$ cat src/rtl/radix113_digit_serializer.sv
// -----------------------------------------------------------------------------
// radix113_digit_serializer
//
// Purpose
//   Converts a 36-bit unsigned word into base-113 digits, least-significant
//   digit first. One constant divider (div_36_113) is reused for every digit:
//   its quotient is fed back as the next dividend and its remainder is the
//   emitted digit. Only one word is in flight at a time.
//
// Ports
//   clk        in   1      rising-edge clock
//   rst_n      in   1      asynchronous active-low reset
//   in_valid   in   1      in_data is valid
//   in_ready   out  1      word can be accepted (high only when idle)
//   in_data    in   IN_W   word to convert
//   dig_valid  out  1      dig_data / dig_idx / dig_last are valid
//   dig_ready  in   1      downstream accepts the digit
//   dig_data   out  DIG_W  current base-113 digit (0..112)
//   dig_idx    out  3      digit position, 0 = least significant
//   dig_last   out  1      final digit of the current word
//   busy       out  1      conversion in progress
//
// IN_W is fixed at 36 by the divider; other values are not supported.
// -----------------------------------------------------------------------------

// -----------------------------------------------------------------------------
// div_36_113
//   Combinational divide of a 36-bit value by the constant 113.
//   n = q*113 + r, q is 30 bits wide, r < 113.
// -----------------------------------------------------------------------------
module div_36_113 (
  input  logic [35:0] n,
  output logic [29:0] q,
  output logic [6:0]  r
);

  logic [6:0] rem_s;
  logic [7:0] trial_s;

  // Restoring long division. The top 6 bits are at most 63 < 113, so they
  // never produce a quotient bit and seed the partial remainder directly.
  always_comb begin
    rem_s   = {1'b0, n[35:30]};
    trial_s = 8'd0;
    q       = 30'd0;
    for (int i = 29; i >= 0; i--) begin
      // rem_s < 113 always holds, so trial_s < 226 fits in 8 bits
      trial_s = {rem_s, n[i]};
      if (trial_s >= 8'd113) begin
        q[i]  = 1'b1;
        rem_s = 7'(trial_s - 8'd113);
      end else begin
        q[i]  = 1'b0;
        rem_s = trial_s[6:0];
      end
    end
    r = rem_s;
  end

endmodule

module radix113_digit_serializer #(
  parameter int IN_W       = 36,
  parameter int DIG_W      = 7,
  parameter int MAX_DIGITS = 6,
  parameter int FIX_DIGITS = 0
) (
  input  logic             clk,
  input  logic             rst_n,
  input  logic             in_valid,
  output logic             in_ready,
  input  logic [IN_W-1:0]  in_data,
  output logic             dig_valid,
  input  logic             dig_ready,
  output logic [DIG_W-1:0] dig_data,
  output logic [2:0]       dig_idx,
  output logic             dig_last,
  output logic             busy
);

  localparam int Q_W = 30;

  typedef enum logic [1:0] {
    S_IDLE = 2'd0,
    S_DIV  = 2'd1,
    S_EMIT = 2'd2
  } state_t;

  state_t           state_q, state_d;
  logic [IN_W-1:0]  work_q,  work_d;
  logic [Q_W-1:0]   q_q,     q_d;
  logic [DIG_W-1:0] r_q,     r_d;
  logic [2:0]       idx_q,   idx_d;

  logic [Q_W-1:0]   div_q_s;
  logic [DIG_W-1:0] div_r_s;
  logic             last_s;

  div_36_113 u_div (
    .n (work_q),
    .q (div_q_s),
    .r (div_r_s)
  );

  // Final-digit decision for the digit currently held in r_q
  always_comb begin
    if (FIX_DIGITS != 0) begin
      last_s = (idx_q == 3'(MAX_DIGITS - 1));
    end else begin
      last_s = (q_q == 30'd0);
    end
  end

  // Next-state and datapath update
  always_comb begin
    state_d = state_q;
    work_d  = work_q;
    q_d     = q_q;
    r_d     = r_q;
    idx_d   = idx_q;
    case (state_q)
      S_IDLE: begin
        if (in_valid) begin
          work_d  = in_data;
          idx_d   = 3'd0;
          state_d = S_DIV;
        end else begin
          state_d = S_IDLE;
        end
      end
      S_DIV: begin
        q_d     = div_q_s;
        r_d     = div_r_s;
        state_d = S_EMIT;
      end
      S_EMIT: begin
        if (dig_ready) begin
          if (last_s) begin
            state_d = S_IDLE;
          end else begin
            // quotient becomes the next dividend
            work_d  = {{(IN_W - Q_W){1'b0}}, q_q};
            idx_d   = idx_q + 3'd1;
            state_d = S_DIV;
          end
        end else begin
          state_d = S_EMIT;
        end
      end
      default: begin
        state_d = S_IDLE;
      end
    endcase
  end

  // State and datapath registers
  always_ff @(posedge clk or negedge rst_n) begin
    if (!rst_n) begin
      state_q <= S_IDLE;
      work_q  <= '0;
      q_q     <= '0;
      r_q     <= '0;
      idx_q   <= 3'd0;
    end else begin
      state_q <= state_d;
      work_q  <= work_d;
      q_q     <= q_d;
      r_q     <= r_d;
      idx_q   <= idx_d;
    end
  end

  // Outputs decoded from registered state; digit fields are forced to zero
  // outside EMIT so nothing stale is visible when dig_valid is low.
  always_comb begin
    in_ready  = (state_q == S_IDLE);
    busy      = (state_q != S_IDLE);
    dig_valid = (state_q == S_EMIT);
    if (state_q == S_EMIT) begin
      dig_data = r_q;
      dig_idx  = idx_q;
      dig_last = last_s;
    end else begin
      dig_data = '0;
      dig_idx  = 3'd0;
      dig_last = 1'b0;
    end
  end

endmodule

$ cat config.mk
export PLATFORM = sky130hd
export DESIGN_NAME = radix113_digit_serializer
export DESIGN_NICKNAME = d
export VERILOG_FILES = /design/src/rtl/radix113_digit_serializer.sv
export SDC_FILE = /design/constraint.sdc
export NUM_CORES = 1
export LEC_CHECK = 0
export ABC_AREA = 1
export CORE_MARGIN = 2
export CORE_UTILIZATION = 60
export DETAILED_ROUTE_END_ITERATION = 6
export GPL_TIMING_DRIVEN = 0
export PLACE_DENSITY = 0.84
export SLEW_MARGIN = 30
export SYNTH_ARGS = -nofsm -noshare
export SYNTH_HDL_FRONTEND = slang
export SYNTH_SLANG_ARGS = --single-unit
export TNS_END_PERCENT = 20
$ cat constraint.sdc
create_clock -name clk -period 63.3 [get_ports clk]
set_input_delay 9.495 -clock clk [delete_from_list [all_inputs] [get_ports clk]]
set_output_delay 9.495 -clock clk [all_outputs]
set_load 0.02 [all_outputs]
==> flow_metrics.py <==
metrics = {
    "outcome": {
        "outcome": "completed",
    },
    "logic_synthesis": {
        "synth_area_mm2": 0.0134,
        "synth_area_per_cell_um2": 7.24,
        "syn_nets": 1959,
        "yosys_warnings": 0,
        "synthCells": 1858,
        "ys_ff_latch": 78,
        "yosysTopAreaCell": "nand2_4",
        "ys_types": 47,
        "ys_seq_area_share_pct": 14.5,
        "yosysTopAreaCellShare_pct": 15.0,
        "ys_top_cells_by_area": "nand2_4 (15%), dfrtp_1 (15%), nand2_1 (11%)",
    },
    "clock_network": {
        "cts_hold_buf": 0,
        "cts_num_sinks": 78,
        "cts.htree.levels": 3,
        "clock_path_buffers": 2,
        "cts_buffers": 9,
        "postCtsSetupRepairBufs": 0,
        "clk_latency_ps": 340,
        "cts_tree": "done",
        "ctsResizeCount": 0,
        "clk_pin_slew_ps": 60,
        "clock_tree.root_cell": "clkbuf_16",
    },
    "route": {
        "drtIter0Drc": 687,
        "antenna_left": 0,
        "routed_wl_um": 29300,
        "vias": 12000,
        "drcViolationCount": 0,
        "post_drt_wl_per_cell_um": 13.3,
        "viasPerCell": 5.42,
        "firstDrtPassIters": 5,
    },
    "grt": {
        "grt_pass1_wl_um": 51200,
        "grt_pass1_vias": 11600,
        "use_met1_pct": 31.9,
        "grt_max_degree": 46,
        "grt-ovfl-total": 0,
        "top_usage_layer": "met2",
        "grt_use_met3_pct": 2.25,
        "grt_use_total_pct": 25.1,
        "use_met2_pct": 45.6,
        "antenna_found_initial": 0,
    },
    "timing": {
        "rsz0062_at_grt": "false",
        "setup_viol_count_final": 0,
        "worstMarginPinSlew_ps": 774,
        "finalClockSkew_ps": 7.72,
        "setup_tns_ps": 0,
        "period_minus_slack_ps": 29060,
        "slew_violations": 0,
        "clock.fmax_mhz": 34.4,
        "hold_violations": 0,
        "fin_crit_sh_pct": 45.9,
        "slew_headroom_pct": 48.2,
        "worst_slack_ps": 34240,
    },
    "finish": {
        "drive_gt1_share_pct": 31.6,
        "multi_input_comb_area_mm2": 0.0102,
        "fin_nets": 2024,
        "seq_area_mm2": 0.00195,
        "syn2layout_area_growth_pct": 9.24,
        "fill_cells": 1832,
        "n_antenna_cell": 0,
    },
    "placement": {
        "routabilityCongestion": 0.900,
        "dp_hpwl_um": 23400,
        "io_buffers": 53,
        "pre_cts_slack_ps": 34590,
    },
    "floorplanning": {
        "rows": 54,
        "die_width_um": 154,
        "die_area_mm2": 0.0236,
        "fp.coreArea_mm2": 0.0219,
        "die_h_um": 154,
        "boundaryPins": 54,
        "initial_core_util_pct": 61.4,
    },
    "worst_setup_path": {
        "cp.arrival_ps": 29280,
        "slowest_delay_ps": 410,
        "crit_slowest_cell": "dfrtp_1",
        "crit_path_end_kind": "flip-flop",
        "startpoint": "work_q[30]$_DFFE_PN0P_",
        "cp-start-kind": "flip-flop",
        "rr_startpoint": "work_q[30]$_DFFE_PN0P_",
        "crit_path_frequent_cell": "nand2_4",
        "cpLargestDelayFamily": "simple AND/OR/NAND/NOR gates",
        "worstSetupPathType": "reg -> reg",
        "cp.required_ps": 63530,
        "path_buf_inv": 41,
        "worstPathMaxFanout": 10,
    },
    "job": {
        "cap_violations": 0,
    },
    "min_path": {
        "hold_start": "r_q[4]$_DFFE_PN0N_",
        "min_path_type": "reg -> reg",
    },
}
==> tightest hold or removal path: cells and delay by family, from the launching register on <==
kind,cells,cell delay [ps]
DFF,1,340
and+or+nand+nor,2,120
==> flip-flops by register name, indices dropped and copies added (netlist names) <==
signal	cells
work_q	36
r_q	7
idx_q	3
state_q	2
q_q	30
==> layer usage <==
metal / wire length (µm) / vias up / share of wire [%]
met5: 0 / - / 0
met1: 12800 / 5643 / 44
met2: 14900 / 239 / 51
met3: 1020 / 51 / 3.5
met4: 608 / 0 / 2.1
li1: - / 6038 / -
==> synth_stat cells, drive strengths merged <==
cell / instances
a21oi: 10
o211ai: 30
ha: 61
buf: 6
xor2: 57
a31oi: 3
nand3: 237
dfrtp: 78
nor2: 104
nor3: 1
nand4: 53
clkinv: 6
nor4: 6
o21ai: 106
a21boi: 3
inv: 266
clkbuf: 17
bufinv: 8
nand3b: 14
a22o: 2
nand2: 778
xnor2: 12
==> layout make-up <==
| type | count | area share, % |
|---|---|---|
| plain buffers | 23 | 0.809 |
| flip-flops and latches | 78 | 13.3 |
| well taps | 280 | 2.38 |
| multi-input cells | 1477 | 69.3 |
| repair buffers | 54 | 3.81 |
| clock inverters | 6 | 0.639 |
| clock buffers | 10 | 1.63 |
| inverters | 280 | 8.10 |
==> kinds of logic after synthesis <==
logic type               Yosys count  synth area share (%)
AND/OR/NAND/NOR                 1193                  57.2
adder cells (fa/ha/maj)           61                  5.68
flip-flops                        78                  14.5
XOR/XNOR                          69                  6.03
AO/OA/AOI/OAI                    154                  6.86
buffers and inverters            303                  9.73
==> stage by stage <==
stage / area [µm²] / cells / hold WS [ps] / util [%]
final: 14700 / 2208 / 492 / 67.1
after global routing: 14700 / 2208 / 515 / 67.1
after CTS: 14700 / 2208 / 495 / 67.1
after detailed placement: 14400 / 2192 / 476 / 65.6
after global placement: 14300 / 2191 / 465 / 65.5
after floorplan: 13400 / 1858 / 449 / -
==> placed cells by master, fill, tap and decap left out, drive strengths merged <==
master         synthesis  routed
nor2                 104     104
inv                  266     267
bufinv                 8      10
a21oi                 10      10
a31oi                  3       3
dfrtp                 78      78
buf                    6       8
clkinv                 6       8
xor2                  57      57
o211ai                30      30
nand3b                14      14
clkdlybuf4s50          0      52
nor3                   1       1
nand3                237     237
a21boi                 3       3
nand2                778     778
ha                    61      61
nand4                 53      53
a22o                   2       2
xnor2                 12      12
clkinvlp               0       1
clkbuf                17      27
nor4                   6       6
o21ai                106     106
==> path summary, 6_finish.rpt <==
kind	end	slack [ps]	cells after the start
min	r_q[4]$_DFFE_PN0N_	490	2
max	r_q[4]$_DFFE_PN0N_	34240	216
max reg2reg	r_q[4]$_DFFE_PN0N_	34240	216
min reg2reg	r_q[4]$_DFFE_PN0N_	490	2
max in group asynchronous	r_q[6]$_DFFE_PN0N_	53720	2
min in group asynchronous	work_q[6]$_DFFE_PN0P_	9040	1
Power is left out: the tool's default activity adds up to more than one toggle a clock period on the data nets, which glitch-free logic cannot reach.
